`src/rtl/fpu_result_fifo.sv`:
```
// Capture FIFO for FPU results {tag,exc,data} with sticky fflags/overflow and a level irq.
// Latency: first-word fall-through; an entry pushed at edge N is visible on rd_* after edge N.
// Backpressure: none upstream; a push while full (and no pop) is dropped and sets overflow.
module fpu_result_fifo #(
  parameter int DEPTH      = 8,
  parameter int AW         = 3,
  parameter int IRQ_THRESH = 1
) (
  input  logic          wb_clk_i,
  input  logic          wb_rst_i,
  input  logic          res_valid,
  input  logic [31:0]   res_data,
  input  logic [4:0]    res_exc,
  input  logic [3:0]    res_tag,
  input  logic          pop,
  input  logic          flush,
  input  logic          clr_flags,
  output logic [31:0]   rd_data,
  output logic [4:0]    rd_exc,
  output logic [3:0]    rd_tag,
  output logic [AW:0]   count,
  output logic          empty,
  output logic          full,
  output logic          overflow,
  output logic [4:0]    fflags,
  output logic          irq
);

  localparam logic [AW:0] DEPTH_C  = DEPTH[AW:0];
  localparam logic [AW:0] THRESH_C = IRQ_THRESH[AW:0];

  typedef struct packed {
    logic [3:0]  tag;
    logic [4:0]  exc;
    logic [31:0] data;
  } entry_t;

  entry_t          mem_q [DEPTH];
  logic [AW-1:0]   wr_ptr_q, wr_ptr_d;
  logic [AW-1:0]   rd_ptr_q, rd_ptr_d;
  logic [AW:0]     count_q, count_d;
  logic            overflow_q, overflow_d;
  logic [4:0]      fflags_q, fflags_d;

  logic            is_empty, is_full;
  logic            pop_ok, push_ok, drop;
  logic [4:0]      exc_in;
  entry_t          head;

  assign is_empty = (count_q == '0);
  assign is_full  = (count_q == DEPTH_C);

  // A pop while empty is ignored; a full FIFO with a pop frees a slot for a concurrent push.
  assign pop_ok  = pop & ~is_empty & ~flush;
  assign push_ok = res_valid & ~flush & (~is_full | pop_ok);
  // Flush swallows the incoming entry silently, so it never counts as a drop.
  assign drop    = res_valid & ~flush & is_full & ~pop_ok;
  assign exc_in  = res_valid ? res_exc : 5'b0;

  // Next-state for pointers, occupancy and sticky flags.
  always_comb begin
    wr_ptr_d   = wr_ptr_q;
    rd_ptr_d   = rd_ptr_q;
    count_d    = count_q;
    overflow_d = overflow_q | drop;
    fflags_d   = fflags_q | exc_in;
    if (flush) begin
      wr_ptr_d = '0;
      rd_ptr_d = '0;
      count_d  = '0;
    end else begin
      if (push_ok) wr_ptr_d = wr_ptr_q + AW'(1);
      if (pop_ok)  rd_ptr_d = rd_ptr_q + AW'(1);
      case ({push_ok, pop_ok})
        2'b10:   count_d = count_q + (AW+1)'(1);
        2'b01:   count_d = count_q - (AW+1)'(1);
        default: count_d = count_q;
      endcase
    end
    // Clearing must not lose a flag or drop that arrives in the same cycle.
    if (clr_flags) begin
      overflow_d = drop;
      fflags_d   = exc_in;
    end
  end

  // State registers with synchronous reset.
  always_ff @(posedge wb_clk_i) begin
    if (wb_rst_i) begin
      wr_ptr_q   <= '0;
      rd_ptr_q   <= '0;
      count_q    <= '0;
      overflow_q <= 1'b0;
      fflags_q   <= 5'b0;
    end else begin
      wr_ptr_q   <= wr_ptr_d;
      rd_ptr_q   <= rd_ptr_d;
      count_q    <= count_d;
      overflow_q <= overflow_d;
      fflags_q   <= fflags_d;
    end
  end

  // Storage array; contents after reset are don't-care, so no reset here.
  always_ff @(posedge wb_clk_i) begin
    if (!wb_rst_i && push_ok) begin
      mem_q[wr_ptr_q] <= '{tag: res_tag, exc: res_exc, data: res_data};
    end
  end

  assign head     = mem_q[rd_ptr_q];
  assign rd_data  = is_empty ? 32'b0 : head.data;
  assign rd_exc   = is_empty ? 5'b0  : head.exc;
  assign rd_tag   = is_empty ? 4'b0  : head.tag;
  assign count    = count_q;
  assign empty    = is_empty;
  assign full     = is_full;
  assign overflow = overflow_q;
  assign fflags   = fflags_q;
  assign irq      = (count_q >= THRESH_C) | overflow_q;

endmodule

```
`config.mk`:
```
export PLATFORM = sky130hd
export DESIGN_NAME = fpu_result_fifo
export DESIGN_NICKNAME = d
export VERILOG_FILES = /design/src/rtl/fpu_result_fifo.sv
export SDC_FILE = /design/constraint.sdc
export NUM_CORES = 1
export LEC_CHECK = 0
export BUFFER_PORTS_ARGS = -buffer_cell sky130_fd_sc_hd__buf_2
export CAP_MARGIN = 20
export CORE_ASPECT_RATIO = 0.8
export CORE_MARGIN = 2
export CORE_UTILIZATION = 60
export CTS_CLUSTER_SIZE = 40
export DETAILED_ROUTE_END_ITERATION = 10
export PLACE_DENSITY = 0.82
export SLEW_MARGIN = 20
export SYNTH_ARGS = -nofsm -noshare
export SYNTH_HDL_FRONTEND = slang
export SYNTH_SLANG_ARGS = --single-unit
export TNS_END_PERCENT = 5
```
`constraint.sdc`:
```
create_clock -name wb_clk_i -period 6.8 [get_ports wb_clk_i]
set_input_delay 0.34 -clock wb_clk_i [delete_from_list [all_inputs] [get_ports wb_clk_i]]
set_output_delay 0.34 -clock wb_clk_i [all_outputs]
set_load 0.03 [all_outputs]
```
==> results.json <==
{
  "drc": 0,
  "die_h_um": 137,
  "synthArstFlopShare_pct": 0,
  "synth.distinct_cells": 40,
  "synth_area_per_cell_um2": 21.1,
  "critPathBufInv": 2,
  "fmax_mhz": 264,
  "yosysSeqAreaShare_pct": 76.6,
  "path_cells": "buf_4 -> mux4_2 -> mux2i_1 -> nor2_1 -> buf_2",
  "hold_viol": 0,
  "tightest_slew_ns": 1.02,
  "synth-main-ff-cell": "edfxtp_1",
  "nNetsFinal": 804,
  "cts.sinks": 347,
  "antenna_found_initial": 2,
  "viasPerCell": 6.02,
  "setup_slack_ns": 3.01,
  "htree_levels": 1,
  "grt_pass1_vias": 6770,
  "syn_inst": 634,
  "drtAntennaViolNets": 0,
  "start_util_pct": 61.6,
  "wl_mm": 25.9,
  "post_dp_cell_area_mm2": 0.0143,
  "hp-class": "input port to flip-flop",
  "wl_met3_mm": 1.89,
  "cp.arrival_ns": 3.45,
  "row_count": 48,
  "dp_hpwl_mm": 14.4,
  "numCtsBuffers": 31,
  "dieArea_mm2": 0.0235,
  "syn_area_mm2": 0.0134,
  "drive_gt1_share_pct": 33.0,
  "path_clk_slew_ns": 0.06,
  "outcome": "completed",
  "synth-seq-cells": 347,
  "rsz0062_at_grt": "no",
  "grt.total_usage_pct": 22.7,
  "num-fill-cells": 1299,
  "top_layer_used": "met5",
  "final_util_pct": 70.0,
  "critPathMaxStageDelay_ns": 0.95,
  "synth-edff-count": 328,
  "ys_top_cells_by_count": "edfxtp_1, mux4_2, nor2_1",
  "setup_viol": 0,
  "ioPinCount": 101,
  "worst_setup_path_start_kind": "flip-flop",
  "grt_start_max_net_pins": 83,
  "period_share_pct": 55.7,
  "critical_path.top_delay_family": "buffers and inverters",
  "worstPathMaxFanout": 46,
  "dpl_worst_slack_ns": 3.51,
  "yosys.area.top_type": "edfxtp_1",
  "postCtsHoldBufs": 0,
  "required_ns": 6.46,
  "dr_wl_met2_mm": 12.9,
  "cts_resized": 0,
  "cp-end-kind": "output pin",
  "crit_type": "flip-flop to output pin",
  "port_buffers": 100,
  "ir_drop_mv": 0.221,
  "overflow": 0,
  "area_growth_pct": 13.6,
  "slew_headroom_pct": 31.7,
  "clock_path_buffers": 3,
  "synth.area.top_cells": "edfxtp_1, mux4_2, mux2i_1, dfxtp_1, nor2_1",
  "post_cts_buffers": 0,
  "wl_met1_mm": 10.6,
  "setup_tns_ns": 0,
  "finalCriticalPeriod_ns": 3.79,
  "cts_tree": "built",
  "drv_cap": 0,
  "dr.pass1.iters": 5,
  "grt_pass1_wl_mm": 39.1,
  "finalMaxSlewViolations": 0,
  "drt-wirelength-per-cell_um": 24.1,
  "worst_path_max_delay_cell": "dfxtp_4",
  "gp_congestion": 0.802,
  "ys_warn_count": 0,
  "skew_ns": 0.0153,
  "coreArea_mm2": 0.0217,
  "postLayoutCellArea_mm2": 0.0152,
  "die_w_um": 171,
  "vias": 6468,
  "first_iter_violations": 627,
  "clockRootBuffer": "clkbuf_16",
  "yosysTopAreaCellShare_pct": 73.7,
  "syn-num-nets": 686,
  "synth.most_common_cell": "edfxtp_1",
  "clock_latency_ns": 0.55,
  "leakage_nw": 4.86,
  "power.density_mw_per_mm2": 265
}
[report_power, final]
group	internal (W)	total (W)	switching [W]
Sequential	0.00235	0.00235	0.00000522
Clock	0.000843	0.00155	0.000707
Combinational	0.0000349	0.000111	0.0000757
Total	0.00322	0.00401	0.000788
[per-layer routing]
layer | up-vias | global-route usage [%]
met4 | 2 | 5.60
met3 | 49 | 4.22
met1 | 3355 | 31.6
met2 | 250 | 38.2
met5 | - | 0
li1 | 2812 | -
[final timing paths]
check | start | endpoint | slack, ns | depth (start not counted)
setup / recovery | flip-flop | rd_data[5] | 3.01 | 5
hold / removal | res_data[11] | mem_q[2][11] | 0.06 | 1
setup reg to reg | count[1] | mem_q[6][2] | 3.77 | 7
hold reg to reg | fflags[2] | fflags[2] | 0.49 | 2
[logic make-up (layout without fill, tap and decap cells)]
group,Yosys count,after routing,share of synthesized area [%]
xor gates and xnor gates,5,5,0.328
adders and majority gates,5,5,0.468
muxes,126,126,17.1
buffers and inverters,36,175,1.27
other,0,2,0
DFF,347,347,76.6
and+or+nand+nor,98,98,3.39
AOI/OAI and AO/OA,17,17,0.815
[layout by cell type (no fill, tap or decap), types with 5 or more instances in the layout]
cell,count
nand3_1,5
mux2i_1,43
nand2_1,10
a21oi_1,5
ha_1,5
clkinv_2,8
clkbuf_1,8
mux4_2,82
nor2_1,57
edfxtp_1,328
a22oi_1,5
clkbuf_16,31
dfxtp_1,16
buf_2,100
buf_4,15
[through the flow]
| stage | instances | power (W) | hold slack [ns] |
|---|---|---|---|
| after floorplan | 634 | 0.00245 | 0.439 |
| after global placement | 1018 | 0.00250 | 0.459 |
| after detailed placement | 1018 | 0.00251 | 0.476 |
| after CTS | 1072 | 0.00403 | 0.0356 |
| after global routing | 1074 | 0.00412 | 0.0489 |
| final | 1075 | 0.00401 | 0.0574 |
[sequential cells by signal (all words and copies together), names as in the netlist, named ones only]
signal    flops
count         4
rd_ptr_q      3
fflags        5
wr_ptr_q      3
overflow      1
mem_q       328
[layout make-up]
cell class | count | area [um^2] | area share [%]
flip-flops and latches | 347 | 10200 | 67.5
multi-input cells | 251 | 3010 | 19.8
clock buffers | 40 | 820 | 5.40
repair buffers | 116 | 633 | 4.17
well taps | 300 | 375 | 2.47
clock inverters | 14 | 71.3 | 0.470
inverters | 5 | 18.8 | 0.124
diodes | 2 | 5.00 | 0.0330
Note: power is estimated with default switching activity, not from simulation.
